## config.mk

```make
export PLATFORM = sky130hd
export DESIGN_NAME = i2c_reg_arbiter
export DESIGN_NICKNAME = d
export VERILOG_FILES = /design/src/rtl/i2c_reg_arbiter.sv
export SDC_FILE = /design/constraint.sdc
export NUM_CORES = 1
export LEC_CHECK = 0
export BUFFER_PORTS_ARGS = -buffer_cell sky130_fd_sc_hd__buf_2
export CAP_MARGIN = 20
export CORE_ASPECT_RATIO = 0.6
export CORE_MARGIN = 2
export CORE_UTILIZATION = 26
export DETAILED_ROUTE_END_ITERATION = 6
export PLACE_DENSITY_LB_ADDON = 0.3
export SETUP_SLACK_MARGIN = 0.5
export SYNTH_ARGS = -nofsm -noshare
export SYNTH_HDL_FRONTEND = slang
export SYNTH_SLANG_ARGS = --single-unit
```

## constraint.sdc

```tcl
create_clock -name clk -period 3.4 [get_ports clk]
set_input_delay 0.34 -clock clk [delete_from_list [all_inputs] [get_ports clk]]
set_output_delay 0.34 -clock clk [all_outputs]
set_load 0.05 [all_outputs]
```

## src/rtl/i2c_reg_arbiter.sv

```systemverilog
// Round-robin arbiter that sequences the I2C byte engine for single-register
// write/read accesses. Define I2C_TIMEOUT_EN to enable the per-byte watchdog.
module i2c_reg_arbiter #(
  parameter int NUM_REQ        = 2,
  parameter int GAP_CYCLES     = 4,
  parameter int TIMEOUT_CYCLES = 1_000_000
) (
  input  logic                 clk,
  input  logic                 reset,
  input  logic [NUM_REQ-1:0]   req_valid,
  input  logic [NUM_REQ-1:0]   req_write,
  input  logic [NUM_REQ-1:0]   req_hs,
  input  logic [7*NUM_REQ-1:0] req_dev,
  input  logic [8*NUM_REQ-1:0] req_reg,
  input  logic [8*NUM_REQ-1:0] req_wdata,
  output logic [NUM_REQ-1:0]   req_ack,
  output logic [NUM_REQ-1:0]   rsp_valid,
  output logic [7:0]           rsp_rdata,
  output logic [2:0]           rsp_err,
  output logic                 cmd_active,
  output logic                 cmd_high_speed,
  output logic [6:0]           cmd_addr,
  output logic                 cmd_read,
  output logic                 read_nack,
  input  logic                 addr_err,
  output logic                 data_valid,
  input  logic                 data_ready,
  output logic [7:0]           data_in,
  input  logic [7:0]           data_out,
  input  logic                 data_err
);

  localparam int IW = (NUM_REQ > 1) ? $clog2(NUM_REQ) : 1;
  localparam int GW = (GAP_CYCLES > 1) ? $clog2(GAP_CYCLES) : 1;
  localparam logic [GW-1:0] GapLast = GW'(GAP_CYCLES - 1);

  typedef enum logic [2:0] {IDLE, W_REG, W_DATA, GAP_RD, RD, STOP, RESP} state_e;

  state_e        state_q;
  logic [IW-1:0] rr_q;
  logic [IW-1:0] grant_q;
  logic          write_q;
  logic [7:0]    wdata_q;
  logic [7:0]    rdata_q;
  logic [2:0]    err_q;
  logic [GW-1:0] gap_q;

  logic          grantFound;
  logic [IW-1:0] grantIdx;
  logic [6:0]    selDev;
  logic [7:0]    selReg;
  logic [7:0]    selWdata;
  logic          selWrite;
  logic          selHs;
  logic          byteActive;
  logic          tmoHit;

  // Search starts just past the last winner so every requester gets a turn.
  always_comb begin
    grantFound = 1'b0;
    grantIdx   = '0;
    for (int k = 1; k <= NUM_REQ; k++) begin
      if (!grantFound && req_valid[(int'(rr_q) + k) % NUM_REQ]) begin
        grantFound = 1'b1;
        grantIdx   = IW'((int'(rr_q) + k) % NUM_REQ);
      end
    end
  end

  always_comb begin
    selDev   = req_dev[7*int'(grantIdx) +: 7];
    selReg   = req_reg[8*int'(grantIdx) +: 8];
    selWdata = req_wdata[8*int'(grantIdx) +: 8];
    selWrite = req_write[grantIdx];
    selHs    = req_hs[grantIdx];
  end

  assign req_ack = (state_q == IDLE && grantFound && !reset) ?
                   (NUM_REQ'(1) << grantIdx) : '0;

  assign byteActive = (state_q == W_REG) || (state_q == W_DATA) || (state_q == RD);

`ifdef I2C_TIMEOUT_EN
  localparam int TW = $clog2(TIMEOUT_CYCLES + 1);
  localparam logic [TW-1:0] TmoLast = TW'(TIMEOUT_CYCLES - 1);

  logic [TW-1:0] tmo_q;

  // Every exit from a byte state happens on data_ready or a timeout, so those
  // plus the idle states cover all state changes.
  always_ff @(posedge clk) begin
    if (reset || !byteActive || data_ready || tmoHit) begin
      tmo_q <= '0;
    end else begin
      tmo_q <= tmo_q + 1'b1;
    end
  end

  assign tmoHit = byteActive && !data_ready && (tmo_q == TmoLast);
`else
  assign tmoHit = 1'b0;
`endif

  always_ff @(posedge clk) begin
    if (reset) begin
      state_q        <= IDLE;
      rr_q           <= IW'(NUM_REQ - 1);
      grant_q        <= '0;
      write_q        <= 1'b0;
      wdata_q        <= '0;
      rdata_q        <= '0;
      err_q          <= '0;
      gap_q          <= '0;
      rsp_valid      <= '0;
      rsp_rdata      <= '0;
      rsp_err        <= '0;
      cmd_active     <= 1'b0;
      cmd_high_speed <= 1'b0;
      cmd_addr       <= '0;
      cmd_read       <= 1'b0;
      read_nack      <= 1'b0;
      data_valid     <= 1'b0;
      data_in        <= '0;
    end else begin
      rsp_valid <= '0;
      case (state_q)
        IDLE: begin
          if (grantFound) begin
            grant_q        <= grantIdx;
            rr_q           <= grantIdx;
            write_q        <= selWrite;
            wdata_q        <= selWdata;
            rdata_q        <= '0;
            err_q          <= '0;
            cmd_addr       <= selDev;
            cmd_high_speed <= selHs;
            cmd_active     <= 1'b1;
            cmd_read       <= 1'b0;
            data_valid     <= 1'b1;
            data_in        <= selReg;
            state_q        <= W_REG;
          end
        end
        W_REG: begin
          if (data_ready) begin
            err_q <= {1'b0, data_err, addr_err};
            if (addr_err || data_err) begin
              cmd_active <= 1'b0;
              data_valid <= 1'b0;
              gap_q      <= '0;
              state_q    <= STOP;
            end else if (write_q) begin
              data_in <= wdata_q;
              state_q <= W_DATA;
            end else begin
              cmd_active <= 1'b0;
              data_valid <= 1'b0;
              gap_q      <= '0;
              state_q    <= GAP_RD;
            end
          end else if (tmoHit) begin
            err_q[2]   <= 1'b1;
            cmd_active <= 1'b0;
            data_valid <= 1'b0;
            gap_q      <= '0;
            state_q    <= STOP;
          end
        end
        W_DATA: begin
          if (data_ready || tmoHit) begin
            err_q[1]   <= err_q[1] | (data_ready & data_err);
            err_q[2]   <= err_q[2] | tmoHit;
            cmd_active <= 1'b0;
            data_valid <= 1'b0;
            gap_q      <= '0;
            state_q    <= STOP;
          end
        end
        GAP_RD: begin
          if (gap_q == GapLast) begin
            cmd_active <= 1'b1;
            cmd_read   <= 1'b1;
            read_nack  <= 1'b1;
            data_valid <= 1'b1;
            state_q    <= RD;
          end else begin
            gap_q <= gap_q + 1'b1;
          end
        end
        // Address NACK on the read phase still returns whatever byte arrived.
        RD: begin
          if (data_ready || tmoHit) begin
            if (data_ready) begin
              rdata_q <= data_out;
            end
            err_q[0]   <= err_q[0] | (data_ready & addr_err);
            err_q[2]   <= err_q[2] | tmoHit;
            cmd_active <= 1'b0;
            cmd_read   <= 1'b0;
            read_nack  <= 1'b0;
            data_valid <= 1'b0;
            gap_q      <= '0;
            state_q    <= STOP;
          end
        end
        STOP: begin
          if (gap_q == GapLast) begin
            rsp_valid <= NUM_REQ'(1) << grant_q;
            rsp_rdata <= rdata_q;
            rsp_err   <= err_q;
            state_q   <= RESP;
          end else begin
            gap_q <= gap_q + 1'b1;
          end
        end
        RESP: begin
          rsp_rdata      <= '0;
          rsp_err        <= '0;
          cmd_addr       <= '0;
          cmd_high_speed <= 1'b0;
          state_q        <= IDLE;
        end
        default: state_q <= IDLE;
      endcase
    end
  end

endmodule
```

==> results of run 1 <==
-- per-stage QoR --
step	hold slack, ns	setup slack (ns)	area, sq um	std cells
after floorplan	0.418	1.25	2670	326
after global placement	0.440	1.10	3220	536
after detailed placement	0.444	1.05	3220	536
after CTS	0.275	0.683	3520	551
after global routing	0.291	0.551	3520	551
final	0.282	0.760	3520	551
-- cell type report --
cell class / count / area (sq um)
clock buffers: 12 / 256
clock inverters: 3 / 40.0
fillers: 1052 / 6390
inverters: 3 / 11.3
multi-input cells: 239 / 1380
flip-flops and latches: 57 / 1140
well taps: 135 / 169
repair buffers: 102 / 520
-- flip-flops by register name, indices dropped and copies added (netlist names), 3 cells and up --
name,cells
wdata_q,8
cmd_addr,7
rsp_rdata,8
rdata_q,8
state_q,3
data_in,8
-- critical path: stages (launching register included) --
cell and delay (ns):
dfxtp_1 0.87, nor3_2 0.12, and2b_1 0.19, buf_4 0.19, nand2b_1 0.28, nor2_1 0.08
buf_2 0.23
-- power groups by stage --
stage / clock network, mW / logic, mW / registers [mW]
global route: 0.947 / 0.600 / 0.805
global placement: 0 / 0.539 / 0.806
finish: 0.893 / 0.543 / 0.797
floorplan: 0 / 0.311 / 0.904
CTS: 0.914 / 0.546 / 0.796
detailed placement: 0 / 0.545 / 0.808
-- cells by family (layout without fill, tap and decap cells) --
kind of cell	count (synthesis)	in the layout	share of synthesized area
AND/OR/NAND/NOR	136	136	0.231
XOR/XNOR	3	3	0.00986
other	1	1	0.00141
buffers and inverters	30	120	0.0545
flip-flops	57	57	0.428
adder cells (fa/ha/maj)	1	1	0.00469
AO/OA/AOI/OAI	87	87	0.228
multiplexers	11	11	0.0423
-- cells in the final DEF, fill, tap and decap left out, drive strengths merged, types with 3 or more instances in the layout --
| cell type | n |
|---|---|
| a21oi | 31 |
| a22o | 8 |
| a311oi | 9 |
| a31oi | 8 |
| and3 | 3 |
| buf | 102 |
| clkbuf | 12 |
| dfxtp | 57 |
| inv | 3 |
| mux2i | 9 |
| nand2 | 70 |
| nand2b | 6 |
| nand4 | 8 |
| nor2 | 30 |
| nor3 | 11 |
| o21ai | 5 |
| o2bb2ai | 9 |
-- layer usage --
metal / GRT usage / wire length (um) / vias up
met5: 0 / 0 / -
met4: 0.0474 / 91 / 0
met1: 0.207 / 4010 / 1217
met3: 0.0470 / 529 / 10
met2: 0.213 / 3140 / 106
li1: - / - / 1328
-- how the worst min path moves through the flow --
stage	slack, ns	from	endpoint
after global placement	0.44	rdata_q[4]	rdata_q[4]
after CTS	0.27	req_wdata[14]	wdata_q[6]
after floorplan	0.42	grant_q	rsp_valid[0]
after global routing	0.29	req_wdata[12]	wdata_q[4]
final	0.28	req_wdata[14]	wdata_q[6]
after detailed placement	0.44	rsp_rdata[4]	rsp_rdata[4]
==> run_results.csv, run 1 <==
group,metric,value,unit
outcome,outcome,"finished, final reports clean",
sta,setup_viol,0,
detailed_routing,wl,7770,um
finish,syn_to_final_growth,32.2,%
pwr,p_total,2.23,mW
sta,fmax,0.379,GHz
finish,nNetsFinal,478,
critical_path,criticalPathCategory,"reg -> out",
global_routing,track_usage,0.147,
critical_path,cp-startpoint,"state_q[1]",
synthesis,synth-async-reset-ratio,0,
sta,finalClockSkew,0.00510,ns
global_routing,grt_pass1_wl,12500,um
pwr,p_comb_frac,0.243,
global_routing,grt_start_max_net_pins,27,
floorplanning,start_util,0.269,
critical_path,r2r_slack,1.29,ns
pwr,swShare,0.321,
synthesis,synth_flop_cell,"dfxtp_1",
sta,rsz0062_at_grt,"no",
cts,cts_tree,"built",
floorplanning,die_w,135,um
hold_path,hp-class,"in -> reg",
cts,root_buffer,"clkbuf_16",
synthesis,synth-edff-count,0,
critical_path,start_kind,"flop",
synthesis,yosys_register_bits,57,
pwr,net-switching-power,717,uW
detailed_routing,routedWlPerCell,14.1,um
cts,postCtsSetupRepairBufs,0,
hold_path,hold_depth,3,
global_routing,antenna_found_initial,0,
floorplanning,rows,28,
synthesis,yosysSeqAreaShare,0.428,
sta,timing.final.crit_share,0.777,
global_routing,grt_pass1_vias,2513,
critical_path,cp-end-kind,"output pin",
sta,slew_viol_final,0,
floorplanning,io_pins,100,
critical_path,r2r-end,"data_in[6]",
synthesis,yosysMostFrequentCell,"nand2_1",
pwr,peakVddDrop,0.000259,V
floorplanning,core,9910,sq um
sta,relSlewSlack,0.439,
cts,cts_buffers,9,
floorplanning,die_area,11100,sq um
cts,clkLatencyLatePin,0.32,ns
detailed_routing,viasPerCell,4.83,
synthesis,synth_area_leaders,"dfxtp_1 43%, nand2_1 9.9%, a21oi_1 5.8%",
sta,worst_slew_pin_slew,0.841,ns
sta,finalCriticalPeriod,2.64,ns
detailed_routing,ant_nets,0,
cts,clock_sinks,57,
synthesis,yosys.area.top_type,"dfxtp_1",
critical_path,reg2reg_from,"state_q[0]",
pwr,p_per_area,634,nW/um^2
pwr,power.leakage,1.52,nW
critical_path,cp_data_required_time,3.06,ns
finish,fin_util,0.355,
critical_path,rr_worst_depth,4,
detailed_routing,vias,2661,
run,maxCapViolations,0,
cts,htreeDepth,3,
detailed_routing,dr.pass1.iters,4,
placed_design,gp_congestion,0.790,
synthesis,synth.top_cell.area_share,0.428,
placed_design,dp_hpwl,5770,um
synthesis,netlist_area,2670,sq um
critical_path,worst_ep_arrival_time,2.30,ns
cts,clock_path_buffers,2,
floorplanning,die_y,82.4,um
finish,diodes,0,
global_routing,overflow,0,
synthesis,synthTopCellsByCount,"70 x nand2_1, 57 x dfxtp_1, 31 x a21oi_1, 29 x nor2_1, 13 x clkbuf_1",
pwr,seqPwrFrac,0.357,
synthesis,synth_cell_types,53,
placed_design,io_buffers,98,
detailed_routing,first_iter_violations,172,
synthesis,synth_fp_nets,392,
synthesis,yosysWarnings,0,
detailed_routing,drc,0,
synthesis,syn_area_per_cell,8.18,sq um
critical_path,crit_fanout,25,
critical_path,endpoint,"req_ack[0]",
cts,hold_buffers,0,
synthesis,syn-instance-count,326,
pwr,internal_power,1.52,mW
cts,path_clk_slew,0.05,ns
sta,hold_viol,0,
cts,cts_resized,0,
pwr,clock_power_share,0.400,
sta,fin_tns_setup,0,ns
finish,drive_gt1_frac,0.317,
Note: power is estimated with default switching activity, not from simulation.
==> run 2, diff against run 1 <==
Settings changed: ABC_AREA set to 1.
Clock period 3.4 ns to 2.5 ns, I/O delays scaled along.
==> run_results.csv, run 2 <==
group,metric,value,unit
run,maxCapViolations,0,
finish,nNetsFinal,550,
pwr,peakVddDrop,0.000505,V
synthesis,synthTopCellsByCount,"81 x nand2_1, 61 x nor2_1, 57 x dfxtp_1, 40 x nand3_1, 27 x a21oi_1",
placed_design,io_buffers,98,
cts,clkLatencyLatePin,0.33,ns
synthesis,netlist_area,2790,sq um
critical_path,cp_data_required_time,2.25,ns
critical_path,worst_ep_arrival_time,1.57,ns
detailed_routing,routedWlPerCell,12.6,um
synthesis,synth_area_leaders,"dfxtp_1 41%, nand2_1 11%, nor2_1 8.2%",
synthesis,synth_cell_types,29,
critical_path,max_stage_delay,0.40,ns
finish,layout_common_cells,"97 x buf_2, 81 x nand2_1, 61 x nor2_1, 55 x dfxtp_1, 39 x nand3_1",
global_routing,use_met1,0.198,
finish,syn_to_final_growth,31.5,%
critical_path,cp-startpoint,"state_q[1]",
critical_path,critical-path-top-delay-family,"simple AND/OR/NAND/NOR gates",
synthesis,synth_flop_cell,"dfxtp_1",
cts,cts_buffers,9,
floorplanning,die_w,138,um
pwr,p_per_area,1290,nW/um^2
placed_design,gp_congestion,0.901,
sta,finalCriticalPeriod,1.82,ns
synthesis,yosysWarnings,0,
critical_path,start_kind,"flop",
global_routing,overflow,0,
detailed_routing,vias,2864,
global_routing,grt.met3_usage,0.0562,
synthesis,synth_fp_nets,455,
sta,finalClockSkew,0.00553,ns
cts,clock_path_buffers,2,
cts,htreeDepth,3,
cts,path_clk_slew,0.05,ns
sta,fin_tns_setup,0,ns
finish,multi_input_area,1420,sq um
global_routing,grt_pass1_vias,2674,
hold_path,hp-class,"in -> reg",
finish,drive_gt1_frac,0.306,
pwr,power.leakage,1.74,nW
critical_path,criticalPathCategory,"reg -> out",
floorplanning,io_pins,100,
synthesis,synth.top_cell.area_share,0.409,
cts,root_buffer,"clkbuf_16",
critical_path,reg2reg_from,"state_q[1]",
floorplanning,die_area,11600,sq um
global_routing,met2_usage,0.198,
detailed_routing,ant_nets,0,
sta,slew_viol_final,0,
synthesis,syn-instance-count,389,
synthesis,synth-async-reset-ratio,0,
sta,relSlewSlack,0.662,
critical_path,cpMaxStageDelayCell,"dfxtp_2",
cts,clock_sinks,57,
finish,layout_commonest_cell,"buf_2",
critical_path,crit_chain,"nor2_4 -> nand2_2 -> nor2_4 -> nand2_8 -> nor2_1 -> buf_4",
synthesis,yosys.area.top_type,"dfxtp_1",
global_routing,track_usage,0.143,
critical_path,crit_top_cell,"nor2_4",
cts,hold_buffers,0,
finish,fillers,1143,
synthesis,yosysMostFrequentCell,"nand2_1",
sta,hold_viol,0,
critical_path,rr_worst_depth,9,
critical_path,r2r-end,"rdata_q[7]",
critical_path,endpoint,"req_ack[0]",
sta,whs,0.167,ns
synthesis,yosys_register_bits,57,
global_routing,antenna_found_initial,0,
critical_path,critical_path_cell_count,6,
placed_design,dp_hpwl,5920,um
critical_path,crit_fanout,9,
detailed_routing,first_iter_violations,127,
outcome,outcome,"finished, final reports clean",
critical_path,path_buf_inv,1,
detailed_routing,wl,7870,um
finish,diodes,0,
synthesis,synth-edff-count,0,
synthesis,yosysSeqAreaShare,0.409,
floorplanning,start_util,0.265,
finish,seq_area,1140,sq um
critical_path,r2r_slack,0.90,ns
sta,fmax,0.550,GHz
critical_path,cp-end-kind,"output pin",
global_routing,grt_start_max_net_pins,35,
global_routing,busiest_layer,"met2",
global_routing,grt_pass1_wl,12700,um
detailed_routing,drc,0,
detailed_routing,dr.pass1.iters,4,
sta,setup_viol,0,
finish,fin_util,0.349,
floorplanning,core,10500,sq um
floorplanning,rows,29,
sta,worst_slew_pin_slew,0.508,ns
floorplanning,die_y,84.3,um
sta,rsz0062_at_grt,"no",
synthesis,syn_area_per_cell,7.18,sq um
sta,timing.final.crit_share,0.727,
detailed_routing,viasPerCell,4.58,
cts,cts_tree,"built",
==> run 2: cell count changes after synthesis, moves of 10 or more <==
cell | previous run | this run
nand3_1 | 0 | 40
clkbuf_1 | 13 | 3
nor2_1 | 29 | 61
o21ai_1 | 0 | 11
nand2_1 | 70 | 81
inv_1 | 1 | 21
o21ai_0 | 5 | 26
==> run 2: final cells by class <==
class,instances,area share
clock buffers,10,0.0651
clock inverters,4,0.0123
inverters,29,0.0317
multi-input cells,284,0.387
flip-flops and latches,57,0.312
well taps,139,0.0474
repair buffers,103,0.145
==> run 2: worst min-delay path, delay by kind of cell <==
family                 cells  cell delay (ns)
buffers and inverters      1             0.08
AOI/OAI and AO/OA          1             0.05
and+or+nand+nor            1             0.07
==> run 2: metal layers <==
metal	vias up	routed length, um
met5	-	0
met4	0	87
met3	9	641
met2	109	3130
met1	1272	4010
li1	1474	-
==> run 2: power by group <==
part	leakage (nW)	internal (mW)	switching, mW	total [mW]
logic	1.13	0.649	1.50	2.15
clock network	0.144	0.779	0.396	1.17
registers	0.469	1.21	0.205	1.41
==> run 2: kinds of logic (layout without fill, tap and decap cells) <==
family                     count (synthesis)  count (layout)  synth area share
other                                      1               1           0.00134
AOI/OAI and AO/OA                         84              84             0.183
DFF                                       57              57             0.409
and+or+nand+nor                          198             198             0.315
buffers and inverters                     48             146            0.0874
adders and majority gates                  1               1           0.00448
==> run 2: metrics by stage <==
stage          power (mW)  instance area (sq um)  cells  setup slack (ns)
5_1_grt              5.11                   3670    626             0.550
3_5_place_dp         3.53                   3360    611             0.594
3_3_place_gp         3.52                   3360    611             0.733
2_1_floorplan        3.13                   2790    389             0.593
4_1_cts              4.76                   3650    626             0.503
6_report             4.73                   3670    626             0.683
==> run 2: worst min path at each step <==
| stage | start | to | cells past startpoint |
|---|---|---|---|
| after global placement | grant_q | rsp_valid[0] | 1 |
| final | data_out[3] | rdata_q[3] | 3 |
| after floorplan | data_out[0] | rdata_q[0] | 2 |
| after CTS | data_out[0] | rdata_q[0] | 3 |
| after detailed placement | grant_q | rsp_valid[0] | 1 |
| after global routing | data_out[7] | rdata_q[7] | 3 |
==> run 2: repair_timing <==
item | CTS | global route
buffers inserted | 1 | 0
pin swaps | 1 | 0
resized for setup | 1 | 6
setup endpoints to repair | 1 | 13
==> run 3, diff against run 2 <==
Settings changed: ABC_AREA 1 to 0.
Clock period 2.5 ns to 1.5 ns, I/O delays scaled along.
==> run_results.csv, run 3 (synthesis gave the netlist of run 1 again) <==
group,metric,value,unit
finish,seq_area,1200,sq um
pwr,net-switching-power,1.99,mW
placed_design,gp_congestion,0.837,
sta,fin_tns_setup,-0.636,ns
cts,clock_sinks,57,
outcome,outcome,"finished, violations left",
floorplanning,die_w,135,um
sta,hold_viol,0,
cts,clock_path_buffers,2,
placed_design,dp_hpwl,5940,um
pwr,peakVddDrop,0.000606,V
cts,htreeDepth,3,
global_routing,antenna_found_initial,0,
finish,layout_commonest_cell,"buf_2",
critical_path,r2r_slack,-0.06,ns
sta,finalCriticalPeriod,1.59,ns
finish,nNetsFinal,531,
global_routing,grt_pass1_vias,2806,
hold_path,hp-class,"in -> reg",
sta,finalClockSkew,0.00517,ns
floorplanning,die_y,82.4,um
pwr,clock_power_share,0.337,
cts,root_buffer,"clkbuf_16",
floorplanning,rows,28,
pwr,p_comb_frac,0.358,
finish,diodes,0,
cts,cts_buffers,9,
pwr,p_total,6.05,mW
pwr,p_per_area,1230,nW/um^2
finish,fillers,900,
detailed_routing,first_iter_violations,164,
critical_path,worst_ep_arrival_time,1.44,ns
run,maxCapViolations,0,
sta,rsz0062_at_grt,"yes",
detailed_routing,wl,9090,um
cts,path_clk_slew,0.05,ns
finish,syn_to_final_growth,84.6,%
placed_design,dpl_cell_area,3550,sq um
detailed_routing,vias,2935,
placed_design,io_buffers,98,
sta,fin_ws,-0.0922,ns
pwr,seqPwrFrac,0.304,
finish,drive_gt1_frac,0.621,
detailed_routing,drc,0,
critical_path,criticalPathCategory,"reg -> out",
sta,timing.final.crit_share,1.06,
sta,fmax,0.628,GHz
cts,hold_buffers,0,
critical_path,rr_worst_depth,4,
finish,final_cell_area,4920,sq um
floorplanning,core,9910,sq um
global_routing,track_usage,0.165,
global_routing,overflow,0,
detailed_routing,viasPerCell,4.85,
critical_path,cp_data_required_time,1.35,ns
pwr,internal_power,4.07,mW
global_routing,grt_start_max_net_pins,27,
pwr,power.leakage,2.13,nW
finish,layout_common_cells,"64 x buf_2, 46 x nand2_1, 45 x buf_6, 30 x dfxtp_2, 23 x buf_4",
sta,whs,0.0774,ns
critical_path,crit_fanout,2,
detailed_routing,routedWlPerCell,15.0,um
detailed_routing,dr.pass1.iters,4,
sta,slew_viol_final,0,
critical_path,start_kind,"flop",
critical_path,cp-end-kind,"output pin",
cts,clkLatencyLatePin,0.33,ns
cts,cts_tree,"built",
floorplanning,start_util,0.269,
pwr,swShare,0.329,
floorplanning,die_area,11100,sq um
hold_path,hold_depth,3,
global_routing,grt_pass1_wl,14100,um
outcome,violations,"negative setup slack",
sta,setup_viol,13,
floorplanning,io_pins,100,
detailed_routing,ant_nets,0,
finish,multi_input_area,1870,sq um
run 3: worst paths after layout:
check	start	endpoint
worst min register to register	rdata_q[3]	rsp_rdata[3]
worst min-delay path	req_wdata[8]	wdata_q[0]
worst max-delay path	state_q[1]	req_ack[1]
worst max register to register	state_q[1]	data_in[7]
run 3: what timing repair did:
action | CTS | global route
cloned | 3 | 1
setup endpoints to repair | 91 | 81
pin swaps | 44 | 46
setup buffers | 14 | 15
gates resized for setup | 173 | 63
run 3: worst max-delay path, cell delays in order, from the launching register on:
cell     delay (ns)
dfxtp_4        0.35
nor3_4         0.19
buf_4          0.14
buf_6          0.10
nand2_4        0.06
nor2_4         0.11
buf_8          0.15
run 3: routing by layer:
layer	GRT usage	vias up	wire, um
met5	0	-	0
met4	0.0411	0	83
met3	0.0537	10	555
met2	0.253	91	3900
met1	0.225	1384	4560
li1	-	1450	-
run 3: area by class of cell:
class                   count  share of cell area
well taps                 135              0.0343
repair buffers            153               0.278
clock inverters             5              0.0109
flip-flops and latches     57               0.243
clock buffers              11              0.0493
inverters                   3             0.00331
multi-input cells         241               0.380
run 3: power by group through the flow:
| stage | clock network [mW] | registers [mW] | logic (mW) |
|---|---|---|---|
| 2_1_floorplan | 0 | 2.06 | 0.823 |
| 3_3_place_gp | 0 | 1.81 | 1.45 |
| 3_5_place_dp | 0 | 1.81 | 1.47 |
| 4_1_cts | 2.09 | 1.82 | 1.88 |
| 5_1_grt | 2.17 | 1.86 | 2.31 |
| 6_report | 2.04 | 1.84 | 2.17 |
run 3: through the flow:
stage | std cells | setup slack, ns | utilization
after CTS | 589 | -0.0519 | 0.462
after detailed placement | 556 | -0.0662 | 0.359
final | 605 | -0.0922 | 0.496
after floorplan | 326 | -0.0144 | -
after global routing | 605 | -0.123 | 0.496
after global placement | 556 | -0.0220 | 0.359
